### src/rtl/booth_r4_seq_mac.sv
`default_nettype none
// ============================================================================
// Module   : booth_r4_seq_mac
// Brief    : Sequential radix-4 Booth multiply-accumulate, one digit per clock.
// Revision : 1.0
// ============================================================================
module booth_r4_seq_mac #(
  parameter int WIDTH     = 8,
  parameter int ACC_WIDTH = 2*WIDTH+4
) (
  input  logic                 clk,
  input  logic                 rst_n,
  input  logic                 in_valid_i,
  output logic                 in_ready_o,
  input  logic [WIDTH-1:0]     a_i,
  input  logic [WIDTH-1:0]     b_i,
  input  logic                 acc_mode_i,
  input  logic                 acc_clr_i,
  output logic                 out_valid_o,
  input  logic                 out_ready_i,
  output logic [ACC_WIDTH-1:0] result_o,
  output logic                 ovf_o
);

  localparam int PW    = 2*WIDTH;
  localparam int MW    = WIDTH+2;
  localparam int CNT_W = $clog2(WIDTH/2+1);

  localparam logic [CNT_W-1:0] C_LAST = CNT_W'(WIDTH/2);

  localparam logic [1:0] C_IDLE = 2'd0;
  localparam logic [1:0] C_CALC = 2'd1;
  localparam logic [1:0] C_DONE = 2'd2;

  logic [1:0]           state_q, state_d;
  logic [WIDTH-1:0]     a_q, a_d;
  logic [MW-1:0]        mplr_q, mplr_d;
  logic [PW-1:0]        prod_q, prod_d;
  logic [CNT_W-1:0]     cnt_q, cnt_d;
  logic                 mode_q, mode_d;
  logic                 clr_q, clr_d;
  logic [ACC_WIDTH-1:0] acc_q, acc_d;
  logic [ACC_WIDTH-1:0] result_q, result_d;
  logic                 ovf_q, ovf_d;

  logic [MW-1:0]        m_ext;
  logic [MW-1:0]        pp;
  logic [PW-1:0]        pp_ext;
  logic [PW-1:0]        pp_shift;
  logic [ACC_WIDTH-1:0] p_ext;
  logic [ACC_WIDTH-1:0] base;
  logic [ACC_WIDTH-1:0] sum;
  logic                 ovf_hit;

  // Two guard bits let +/-2M cover the most negative multiplicand.
  assign m_ext = {{2{a_q[WIDTH-1]}}, a_q};

  always_comb begin
    pp = '0;
    case (mplr_q[2:0])
      3'b001, 3'b010: pp = m_ext;
      3'b011:         pp = m_ext << 1;
      3'b100:         pp = -(m_ext << 1);
      3'b101, 3'b110: pp = -m_ext;
      default:        pp = '0;
    endcase
  end

  assign pp_ext   = {{(PW-MW){pp[MW-1]}}, pp};
  assign pp_shift = pp_ext << {cnt_q, 1'b0};

  generate
    if (ACC_WIDTH > PW) begin : g_sext
      assign p_ext = {{(ACC_WIDTH-PW){prod_q[PW-1]}}, prod_q};
    end else begin : g_noext
      assign p_ext = prod_q;
    end
  endgenerate

  assign base    = clr_q ? '0 : acc_q;
  assign sum     = base + p_ext;
  assign ovf_hit = (base[ACC_WIDTH-1] == p_ext[ACC_WIDTH-1]) &&
                   (sum[ACC_WIDTH-1] != base[ACC_WIDTH-1]);

  always_comb begin
    state_d  = state_q;
    a_d      = a_q;
    mplr_d   = mplr_q;
    prod_d   = prod_q;
    cnt_d    = cnt_q;
    mode_d   = mode_q;
    clr_d    = clr_q;
    acc_d    = acc_q;
    result_d = result_q;
    ovf_d    = ovf_q;
    case (state_q)
      C_IDLE: begin
        if (in_valid_i) begin
          a_d     = a_i;
          mplr_d  = {b_i[WIDTH-1], b_i, 1'b0};
          mode_d  = acc_mode_i;
          clr_d   = acc_clr_i;
          prod_d  = '0;
          cnt_d   = '0;
          state_d = C_CALC;
        end
      end
      C_CALC: begin
        // Counter reaching WIDTH/2 marks the finalisation cycle after the last digit.
        if (cnt_q == C_LAST) begin
          state_d = C_DONE;
          if (mode_q) begin
            result_d = sum;
            acc_d    = sum;
            ovf_d    = (ovf_q & ~clr_q) | ovf_hit;
          end else begin
            result_d = p_ext;
          end
        end else begin
          prod_d = prod_q + pp_shift;
          mplr_d = {{2{mplr_q[MW-1]}}, mplr_q[MW-1:2]};
          cnt_d  = cnt_q + CNT_W'(1);
        end
      end
      C_DONE: begin
        if (out_ready_i) begin
          state_d = C_IDLE;
        end
      end
      default: state_d = C_IDLE;
    endcase
  end

  always_ff @(posedge clk or negedge rst_n) begin
    if (!rst_n) begin
      state_q  <= C_IDLE;
      a_q      <= '0;
      mplr_q   <= '0;
      prod_q   <= '0;
      cnt_q    <= '0;
      mode_q   <= 1'b0;
      clr_q    <= 1'b0;
      acc_q    <= '0;
      result_q <= '0;
      ovf_q    <= 1'b0;
    end else begin
      state_q  <= state_d;
      a_q      <= a_d;
      mplr_q   <= mplr_d;
      prod_q   <= prod_d;
      cnt_q    <= cnt_d;
      mode_q   <= mode_d;
      clr_q    <= clr_d;
      acc_q    <= acc_d;
      result_q <= result_d;
      ovf_q    <= ovf_d;
    end
  end

  assign in_ready_o  = (state_q == C_IDLE);
  assign out_valid_o = (state_q == C_DONE);
  assign result_o    = result_q;
  assign ovf_o       = ovf_q;

endmodule
`default_nettype wire

### config.mk
export PLATFORM = sky130hd
export DESIGN_NAME = booth_r4_seq_mac
export DESIGN_NICKNAME = d
export VERILOG_FILES = /design/src/rtl/booth_r4_seq_mac.sv
export SDC_FILE = /design/constraint.sdc
export NUM_CORES = 1
export LEC_CHECK = 0
export BUFFER_PORTS_ARGS = -buffer_cell sky130_fd_sc_hd__buf_2
export CELL_PAD_IN_SITES_DETAIL_PLACEMENT = 1
export CELL_PAD_IN_SITES_GLOBAL_PLACEMENT = 1
export CORE_ASPECT_RATIO = 1.5
export CORE_MARGIN = 5
export CORE_UTILIZATION = 35
export CTS_CLUSTER_DIAMETER = 30
export CTS_CLUSTER_SIZE = 28
export DETAILED_ROUTE_END_ITERATION = 10
export PLACE_DENSITY = 0.7
export SETUP_SLACK_MARGIN = 0.5
export SLEW_MARGIN = 20
export SYNTH_ARGS = -nofsm -noshare
export SYNTH_HDL_FRONTEND = slang
export SYNTH_SLANG_ARGS = --single-unit
### constraint.sdc
create_clock -name clk -period 3.5 [get_ports clk]
set_clock_uncertainty 0.05 [all_clocks]
set_input_delay 0.35 -clock clk [delete_from_list [all_inputs] [get_ports clk]]
set_output_delay 0.35 -clock clk [all_outputs]
set_load 0.02 [all_outputs]
==> out/metrics.yaml <==
synth_edf_count: 0
tightest_slew_ns: 0.774
cts_tree: "yes"
worst-path-buf-inv: 1
dp_hpwl_mm: 14.0
whs_ns: -0.0109
fin_ws_ns: -0.355
finalSetupViolations: 7
multi_input_area_um2: 4180
die-area_um2: 20000
yosys_warnings: 0
syn_avg_cell_area_um2: 8.56
grt_max_degree: 83
synth_cells: 703
netlist.area_leader.share_pct: 34.1
synthAdderAreaFrac_pct: 8.56
cp_cell_sequence: "buf_6, or4_4, nor2_4, xnor2_1, a21oi_1, o21ai_1, o21ai_1, mux2_2, o21a_1, a21oi_1, ha_1, nand3_1, o31ai_4, o41ai_2, a21oi_1, xor2_1, or3_1, nand3_1"
crit_required_ns: 3.73
cts_root_buf: "clkbuf_16"
max_freq_mhz: 259
startpoint_type: "flop"
crit_type: "reg -> reg"
synthXorXnorAreaFrac_pct: 5.92
die_w_um: 117
grt_setup_unrepaired: "true"
num_antenna_cells: 0
cts_sinks: 82
synth_common_cells: "nand2_1, dfrtp_1, o21ai_0"
violations: "negative hold slack, negative setup slack"
synth_cell_types: 77
dieHeight_um: 171
cp_top_family: "simple AND/OR/NAND/NOR gates"
nets: 918
start_util_pct: 35.8
clk_path_buf_depth: 2
antenna_found_initial: 0
outcome: "finished, violations left"
gp_congestion: 0.848
syn_nets: 765
via_count: 5922
yosys.area.top_type: "dfrtp_1"
drv_slew: 0
fill_cells: 1967
worstHoldPathType: "in -> async"
route.detailed.drc: 0
seq_area_frac_synth_pct: 34.1
wl_per_cell_um: 19.6
io_buffers: 44
grt_util_all_layers_pct: 20.3
synthTopCellsByArea: "dfrtp_1, ha_1, nand2_1"
critPathCaptureType: "flop"
cp_common_cell: "a21oi_1"
synth_compound_area_share_pct: 21.9
synth-seq-cells: 82
period_needed_ns: 3.85
grt_pass1_vias: 6539
yosys.area_share.simple_pct: 19.2
crit_path_top_delay_cell: "or4_4"
synthMuxAreaShare_pct: 4.84
path_clk_slew_ns: 0.07
antenna_left: 0
drt_iter0_drc: 183
cts_buffers: 9
worst-path-max-fanout: 3
slew-limit-headroom_pct: 48.4
fp.coreArea_um2: 16800
grt_remaining_overflow: 0
drt_wl_total_mm: 21.0
clk_latency_ns: 0.35
async_flop_share_pct: 100
synth_most_common_cell: "nand2_1"
drt_pass1_iterations: 6
synth_top_family_by_area: "compound AO/OA/AOI/OAI gates"
slowest_delay_ns: 0.54
rr_startpoint: "a_q[1]$_DFFE_PN0P_"
crit_start: "a_q[1]$_DFFE_PN0P_"
io_pins: 45
layout-drive-gt1-share_pct: 35.0
cp_data_arrival_time_ns: 4.09
h-tree-depth: 3
grt_pass1_wl_mm: 32.1
finalCritPeriodShare_pct: 110
syn2layout_area_growth_pct: 35.9
synth_flop_cell: "dfrtp_1"
syn_area_um2: 6020
seq_area_um2: 2050
drv_cap: 0
viasPerCell: 5.53
cts_hold_buffers: 0
num_rows: 58
final-hold-violation-count: 3
cells by family after synthesis:
family | Yosys count
and+or+nand+nor | 251
adders and majority gates | 40
xor gates and xnor gates | 37
AOI/OAI and AO/OA | 206
DFF | 82
muxes | 27
buffers and inverters | 60
per-layer routing:
metal	wire length, um	GRT usage, %	vias to the layer above
li1	-	-	2771
met1	7630	20.1	2977
met2	12100	41.1	114
met3	398	2.23	60
met4	834	8.33	0
met5	0	0	-
metrics by stage:
step	instances	utilization [%]	TNS [ns]	cell area, um2	setup slack [ns]
after floorplan	703	-	-0.322	6050	-0.159
after global placement	1011	41.3	-1.42	6950	-0.400
after detailed placement	1011	41.3	-1.76	6950	-0.491
after CTS	1051	45.8	-0.929	7720	-0.267
after global routing	1071	48.6	-2.76	8180	-0.585
final	1071	48.6	-1.28	8180	-0.355
sequential cells by signal, indices dropped and copies added (netlist names):
register  count
acc_q        20
result_o     20
prod_q       16
mplr_q       10
a_q           8
cnt_q         3
state_q       2
clr_q         1
mode_q        1
ovf_o         1
cells in the final DEF, fill, tap and decap left out, drive strengths merged, types with 6 or more instances in the layout:
cell      n
mux2i    19
xnor2    23
o22ai     7
nand3    12
o31ai     6
a21oi    44
nor2b    24
a22oi     8
clkbuf    9
ha       38
a21o     11
dfrtp    82
o211ai    7
o21bai    6
buf     174
and2      6
o21a      6
nand2b    6
o21ai    79
inv      27
mux2      7
nand2   125
nor3      9
xor2     13
nor2     50
worst register-to-register path, stage by stage (launching register included):
cell,delay (ns)
dfrtp_1,0.40
buf_6,0.13
or4_4,0.54
nor2_4,0.13
xnor2_1,0.13
a21oi_1,0.08
o21ai_1,0.07
o21ai_1,0.09
mux2_2,0.28
o21a_1,0.17
a21oi_1,0.16
ha_1,0.30
nand3_1,0.16
o31ai_4,0.08
o41ai_2,0.27
a21oi_1,0.14
xor2_1,0.16
or3_1,0.33
nand3_1,0.11
area by class of cell:
| class | count | area share (%) |
|---|---|---|
| clock buffer | 9 | 2.75 |
| clock inverter | 7 | 0.933 |
| inverter | 28 | 1.28 |
| multi-input combinational | 561 | 51.1 |
| sequential | 82 | 25.1 |
| tap | 210 | 3.21 |
| timing repair buffer | 174 | 15.6 |
timing repair:
item,CTS,global route
buffers inserted,24,20
endpoints found under the setup margin,18,24
pin swaps,39,48
resized for setup,72,70
final timing paths:
| check | to | slack (ns) | depth (start not counted) |
|---|---|---|---|
| max | prod_q[15]$_DFFE_PN0P_ | -0.35 | 18 |
| min | ovf_o$_DFFE_PN0P_ | -0.01 | 1 |
| max reg2reg | prod_q[15]$_DFFE_PN0P_ | -0.35 | 18 |
| min reg2reg | acc_q[14]$_DFFE_PN0P_ | 0.43 | 2 |
| max in group asynchronous | a_q[2]$_DFFE_PN0P_ | 2.82 | 1 |
| min in group clk | state_q[1]$_DFFE_PN0P_ | 0.15 | 2 |
Power is left out: the tool's default activity adds up to more than one toggle a clock period on the data nets, which glitch-free logic cannot reach.
